==> config.mk <==
export PLATFORM = sky130hd
export DESIGN_NAME = lab2_proc_int_mul_iter
export DESIGN_NICKNAME = d
export VERILOG_FILES = /design/src/rtl/lab2_proc_int_mul_pkg.sv /design/src/rtl/lab2_proc_int_mul_iter_dpath.sv /design/src/rtl/lab2_proc_int_mul_iter.sv
export SDC_FILE = /design/constraint.sdc
export NUM_CORES = 1
export LEC_CHECK = 0
export ABC_AREA = 1
export BUFFER_PORTS_ARGS = -buffer_cell sky130_fd_sc_hd__clkbuf_2
export CAP_MARGIN = 30
export CORE_MARGIN = 5
export CORE_UTILIZATION = 55
export CTS_BUF_LIST = sky130_fd_sc_hd__clkbuf_16
export CTS_CLUSTER_DIAMETER = 40
export DETAILED_ROUTE_END_ITERATION = 10
export GPL_ROUTABILITY_DRIVEN = 1
export GPL_TIMING_DRIVEN = 0
export PLACE_DENSITY = 0.77
export SLEW_MARGIN = 20
export SYNTH_ARGS = -nofsm -noshare
export SYNTH_HDL_FRONTEND = slang
export SYNTH_SLANG_ARGS = --single-unit
==> constraint.sdc <==
create_clock -name clk -period 2.6 [get_ports clk]
set_clock_uncertainty 0.2 [all_clocks]
set_input_delay 0.39 -clock clk [delete_from_list [all_inputs] [get_ports clk]]
set_output_delay 0.39 -clock clk [all_outputs]
set_load 0.005 [all_outputs]
==> src/rtl/lab2_proc_int_mul_pkg.sv <==
// ============================================================================
//  Module  : lab2_proc_int_mul_pkg
//  Brief   : Shared types and constants for the iterative integer multiplier.
//  Revision: 1.0 - initial release
// ============================================================================
`default_nettype none

package lab2_proc_int_mul_pkg;

    localparam int C_NBITS   = 32;
    localparam int C_COUNT_W = $clog2(C_NBITS);

    typedef enum logic [1:0] {
        ST_IDLE = 2'd0,
        ST_CALC = 2'd1,
        ST_DONE = 2'd2
    } state_t;

    typedef struct packed {
        logic [C_NBITS-1:0] a;
        logic [C_NBITS-1:0] b;
    } mul_req_msg_t;

    // Iteration counter width for an arbitrary operand width (at least one bit).
    function automatic int count_width(input int nbits);
        return (nbits > 1) ? $clog2(nbits) : 1;
    endfunction

endpackage

`default_nettype wire

==> src/rtl/lab2_proc_int_mul_iter_dpath.sv <==
// ============================================================================
//  Module  : lab2_proc_int_mul_iter_dpath
//  Brief   : Shift-add datapath: operand shifters, accumulator and counter.
//  Revision: 1.0 - initial release
// ============================================================================
`default_nettype none

module lab2_proc_int_mul_iter_dpath
    import lab2_proc_int_mul_pkg::*;
#(
    parameter int p_nbits = 32
) (
    input  logic               clk,
    input  logic               reset,
    input  logic               load,
    input  logic               calc,
    input  logic               add_en,
    input  logic [p_nbits-1:0] a_in,
    input  logic [p_nbits-1:0] b_in,
    output logic               b_lsb,
    output logic               b_next_zero,
    output logic               count_done,
    output logic [p_nbits-1:0] result
);

    localparam int COUNT_W = count_width(p_nbits);

    logic [p_nbits-1:0] r_a;
    logic [p_nbits-1:0] r_b;
    logic [p_nbits-1:0] r_result;
    logic [COUNT_W-1:0] r_count;

    logic [p_nbits-1:0] w_sum;
    logic [p_nbits-1:0] w_result_mux;

    // Adder drops the carry: only the low word of the product is kept.
    assign w_sum        = r_result + r_a;
    assign w_result_mux = add_en ? w_sum : r_result;

    always_ff @(posedge clk) begin
        if (!reset) begin
            r_a      <= '0;
            r_b      <= '0;
            r_result <= '0;
            r_count  <= '0;
        end else if (load) begin
            r_a      <= a_in;
            r_b      <= b_in;
            r_result <= '0;
            r_count  <= '0;
        end else if (calc) begin
            r_a      <= r_a << 1;
            r_b      <= r_b >> 1;
            r_result <= w_result_mux;
            r_count  <= r_count + COUNT_W'(1);
        end
    end

    assign b_lsb       = r_b[0];
    assign b_next_zero = ((r_b >> 1) == '0);
    assign count_done  = (r_count == COUNT_W'(p_nbits - 1));
    assign result      = r_result;

endmodule

`default_nettype wire

==> src/rtl/lab2_proc_int_mul_iter.sv <==
// ============================================================================
//  Module  : lab2_proc_int_mul_iter
//  Brief   : Iterative shift-add multiplier with val/rdy request and response.
//  Revision: 1.0 - initial release
// ============================================================================
`default_nettype none

module lab2_proc_int_mul_iter
    import lab2_proc_int_mul_pkg::*;
#(
    parameter int p_nbits      = 32,
    parameter bit p_early_exit = 1'b1
) (
    input  logic                 clk,
    input  logic                 reset,
    input  logic                 req_val,
    output logic                 req_rdy,
    input  logic [2*p_nbits-1:0] req_msg,
    output logic                 resp_val,
    input  logic                 resp_rdy,
    output logic [p_nbits-1:0]   resp_msg,
    output logic                 busy
);

    state_t r_state;
    logic   r_req_rdy;
    logic   r_resp_val;
    logic   r_busy;

    logic [p_nbits-1:0] w_req_a;
    logic [p_nbits-1:0] w_req_b;
    logic [p_nbits-1:0] w_result;
    logic               w_b_lsb;
    logic               w_b_next_zero;
    logic               w_count_done;
    logic               w_load;
    logic               w_calc;
    logic               w_add_en;
    logic               w_calc_last;

    generate
        if (p_nbits == C_NBITS) begin : g_req_struct
            mul_req_msg_t w_req;
            assign w_req   = req_msg;
            assign w_req_a = w_req.a;
            assign w_req_b = w_req.b;
        end else begin : g_req_slice
            assign w_req_a = req_msg[2*p_nbits-1:p_nbits];
            assign w_req_b = req_msg[p_nbits-1:0];
        end
    endgenerate

    assign w_load      = req_val && r_req_rdy;
    assign w_calc      = (r_state == ST_CALC);
    assign w_add_en    = w_calc && w_b_lsb;
    assign w_calc_last = w_count_done || (p_early_exit && w_b_next_zero);

    lab2_proc_int_mul_iter_dpath #(
        .p_nbits (p_nbits)
    ) u_dpath (
        .clk         (clk),
        .reset       (reset),
        .load        (w_load),
        .calc        (w_calc),
        .add_en      (w_add_en),
        .a_in        (w_req_a),
        .b_in        (w_req_b),
        .b_lsb       (w_b_lsb),
        .b_next_zero (w_b_next_zero),
        .count_done  (w_count_done),
        .result      (w_result)
    );

    // Output flags are registered alongside the state so they never depend on inputs.
    always_ff @(posedge clk) begin
        if (!reset) begin
            r_state    <= ST_IDLE;
            r_req_rdy  <= 1'b1;
            r_resp_val <= 1'b0;
            r_busy     <= 1'b0;
        end else begin
            case (r_state)
                ST_IDLE: begin
                    if (req_val) begin
                        r_state    <= ST_CALC;
                        r_req_rdy  <= 1'b0;
                        r_resp_val <= 1'b0;
                        r_busy     <= 1'b1;
                    end
                end
                ST_CALC: begin
                    if (w_calc_last) begin
                        r_state    <= ST_DONE;
                        r_req_rdy  <= 1'b0;
                        r_resp_val <= 1'b1;
                        r_busy     <= 1'b1;
                    end
                end
                ST_DONE: begin
                    if (resp_rdy) begin
                        r_state    <= ST_IDLE;
                        r_req_rdy  <= 1'b1;
                        r_resp_val <= 1'b0;
                        r_busy     <= 1'b0;
                    end
                end
                default: begin
                    r_state    <= ST_IDLE;
                    r_req_rdy  <= 1'b1;
                    r_resp_val <= 1'b0;
                    r_busy     <= 1'b0;
                end
            endcase
        end
    end

    // Holding reset forces every output quiet, even before the first reset edge.
    assign req_rdy  = reset && r_req_rdy;
    assign resp_val = reset && r_resp_val;
    assign busy     = reset && r_busy;
    assign resp_msg = {p_nbits{resp_val}} & w_result;

endmodule

`default_nettype wire
==> results.json <==
{
  "ir_drop_uv": 495,
  "setup_violations": 0,
  "cts_tree": "done",
  "hp-class": "input pin to register",
  "grt_usage_pct": 27.1,
  "grt_pass1_vias": 6885,
  "grt-ovfl-total": 0,
  "cp_max_fo": 4,
  "area_growth_pct": 14.3,
  "synth-seq-area-share_pct": 30.1,
  "hold_viol_final": 0,
  "grt_max_degree": 18,
  "period_needed_ps": 2460,
  "cts_made_buffers": 9,
  "drive_gt1_share_pct": 11.2,
  "r2r_end": "u_dpath.result[28]$_SDFFE_PP0P_",
  "syn_area_per_cell_um2": 6.00,
  "antenna_found_initial": 0,
  "max_freq_ghz": 0.407,
  "hold_path_depth": 3,
  "finalPower_mw": 4.12,
  "num_rows": 41,
  "crit_type": "register to register",
  "path_depth": 12,
  "min-delay-start": "req_msg[32]",
  "cts_sinks": 105,
  "timing.final.crit_share_pct": 94.5,
  "start_kind": "register",
  "holdPathEnd": "u_dpath.r_a[0]$_SDFFE_PN0P_",
  "ctsResizeCount": 0,
  "clk_pin_slew_ps": 70,
  "first_iter_violations": 502,
  "drc_errors": 0,
  "rrSetupSlack_ps": 140,
  "timing.critical_path.cells": "ha_1, fa_1, nand3_1, nand3_1, nand3_1, nand3b_1, nand2_1, nand2_1, nand2_1, nand3_1, nand2_1, inv_1",
  "pwr_density_cell_nw_per_um2": 517,
  "gp_congestion": 0.972,
  "cts_hold_buf": 0,
  "arrival_ps": 2520,
  "slew_headroom_pct": 60.4,
  "final_cells": 1452,
  "synthCells": 1163,
  "drt_first_pass_iters": 5,
  "synth_cell_type_count": 32,
  "setup_slack_ps": 144,
  "timing.rr.start": "u_dpath.r_a[0]$_SDFFE_PN0P_",
  "synthesis.area_um2": 6980,
  "drtAntennaViolNets": 0,
  "drt-total-wl_mm": 19.6,
  "p_leak_nw": 4.12,
  "coreArea_um2": 12500,
  "fp.dieW_um": 123,
  "start_util_pct": 55.7,
  "die_h_um": 123,
  "fin_nets": 1377,
  "max-cap-violations": 0,
  "wl_per_cell_um": 13.5,
  "post-place-ws_ps": 169,
  "yosys_warnings": 0,
  "io_pins": 103,
  "numPortBuffers": 101,
  "grt_setup_unrepaired": "false",
  "grt_pass1_wl_mm": 32.5,
  "cts-root-buf": "clkbuf_16",
  "critPathCaptureType": "register",
  "slew_violations": 0,
  "slowest_stage": "fa_1",
  "diodes": 0,
  "r2r_cells": 12,
  "max_stage_delay_ps": 450,
  "clock_path_buffers": 2,
  "max_slew.worst_pin.slew_ps": 594,
  "worstSkewPairLatency_ps": 360,
  "htree_levels": 3,
  "outcome": "finished, final reports clean",
  "critical-path-top-delay-family": "simple AND/OR/NAND/NOR gates",
  "hpwl_mm": 15.6,
  "syn_nets": 1265,
  "path_buf_inv": 1,
  "ys_seq_elements": 105,
  "fin_setup_tns_ps": 0,
  "avgViaCountPerCell": 5.02,
  "crit_required_ps": 2660,
  "vias": 7292,
  "die_area_um2": 15000,
  "post-place-cells": 1436,
  "cts_setup_buffers": 0
}
-- cell usage after synthesis --
library cell	number	area share, %
nand2_1	345	19
inv_1	216	12
dfxtp_1	105	30
a21oi_1	94	6.7
nor2_1	88	4.7
nand3_1	71	5.1
o21ai_0	47	3.4
o21ai_1	34	2.4
ha_1	33	5.9
a31oi_1	27	2.4
clkbuf_1	25	1.3
xor2_1	14	1.8
buf_2	13	0.93
nor3_1	11	0.79
nand4_1	9	0.81
inv_2	4	0.22
and2_1	3	0.27
buf_6	3	0.48
o221ai_1	3	0.38
buf_1	2	0.11
buf_4	2	0.22
nand2_2	2	0.18
nor2_2	2	0.18
nor2_4	2	0.32
a21o_1	1	0.11
clkinv_1	1	0.054
fa_1	1	0.29
nand3b_1	1	0.11
o211ai_1	1	0.11
o21bai_1	1	0.11
or2_2	1	0.090
xnor2_1	1	0.13
-- where the power goes --
part           switching (mW)  internal, mW
Sequential              0.102          1.75
Combinational           0.629         0.334
Clock                   0.650         0.653
-- metal layers --
layer / part of all wire, % / wire (um) / track usage (%) / up-vias
met5: 0 / 0 / 0 / -
met4: 3.1 / 612 / 8.82 / 0
met3: 6.1 / 1190 / 7.14 / 43
met2: 45 / 8910 / 45.1 / 207
met1: 45 / 8900 / 34.3 / 3187
li1: - / - / - / 3855
-- kinds of logic (layout without fill, tap and decap cells) --
family	count (synthesis)	count (layout)	synth area share [%]
simple gates	535	535	31.1
buf+inv	266	383	15.0
compound gates	208	208	15.7
flops	105	105	30.1
fa+ha+maj	34	34	6.21
xor+xnor	15	15	1.88
-- worst min-delay path, delay by kind of cell --
family / cells / cell delay [ps]
and+or+nand+nor: 1 / 50
buffers and inverters: 1 / 80
AOI/OAI and AO/OA: 1 / 60
-- final cells by class --
| type | count | area (um^2) |
|---|---|---|
| clock inverter | 7 | 48.8 |
| tap | 172 | 215 |
| sequential | 105 | 2100 |
| timing repair buffer | 101 | 505 |
| buffer | 45 | 215 |
| multi-input combinational | 792 | 3830 |
| fill | 1289 | 4550 |
| inverter | 221 | 830 |
| clock buffer | 9 | 225 |
-- cell usage in the layout, fill, tap and decap left out, drive strengths merged --
cell    instances
nand2         347
inv           223
clkbuf        135
dfxtp         105
a21oi          94
nor2           92
o21ai          81
nand3          71
ha             33
a31oi          27
buf            20
xor2           14
nor3           11
nand4           9
clkinv          5
and2            3
o221ai          3
nand3b          1
a21o            1
xnor2           1
or2             1
o211ai          1
o21bai          1
fa              1
-- flip-flops by register name, indices dropped and copies added, names as in the netlist --
name             count
u_dpath.r_b         32
u_dpath.r_a         32
r_req_rdy            1
r_state              2
r_busy               1
u_dpath.result      32
u_dpath.r_count      5
-- per-stage QoR --
stage                     utilization, %  hold slack (ps)  area (um^2)
after CTS                           63.7             63.6         7970
after global routing                63.7             66.2         7970
after detailed placement            61.5              255         7700
after floorplan                        -              240         6980
final                               63.7             69.8         7970
after global placement              61.5              250         7700
-- worst max-delay path by stage --
stage | from | to | slack, ps
3_5_place_dp | u_dpath.r_a[0]$_SDFFE_PN0P_ | u_dpath.result[28]$_SDFFE_PP0P_ | 170
5_1_grt | u_dpath.r_a[0]$_SDFFE_PN0P_ | u_dpath.result[28]$_SDFFE_PP0P_ | 10
3_3_place_gp | u_dpath.r_a[0]$_SDFFE_PN0P_ | u_dpath.result[28]$_SDFFE_PP0P_ | 210
6_report | u_dpath.r_a[0]$_SDFFE_PN0P_ | u_dpath.result[28]$_SDFFE_PP0P_ | 140
4_1_cts | u_dpath.r_a[0]$_SDFFE_PN0P_ | u_dpath.result[28]$_SDFFE_PP0P_ | 160
2_1_floorplan | u_dpath.r_a[0]$_SDFFE_PN0P_ | u_dpath.result[24]$_SDFFE_PP0P_ | 590
(Power assumes the default switching activity.)
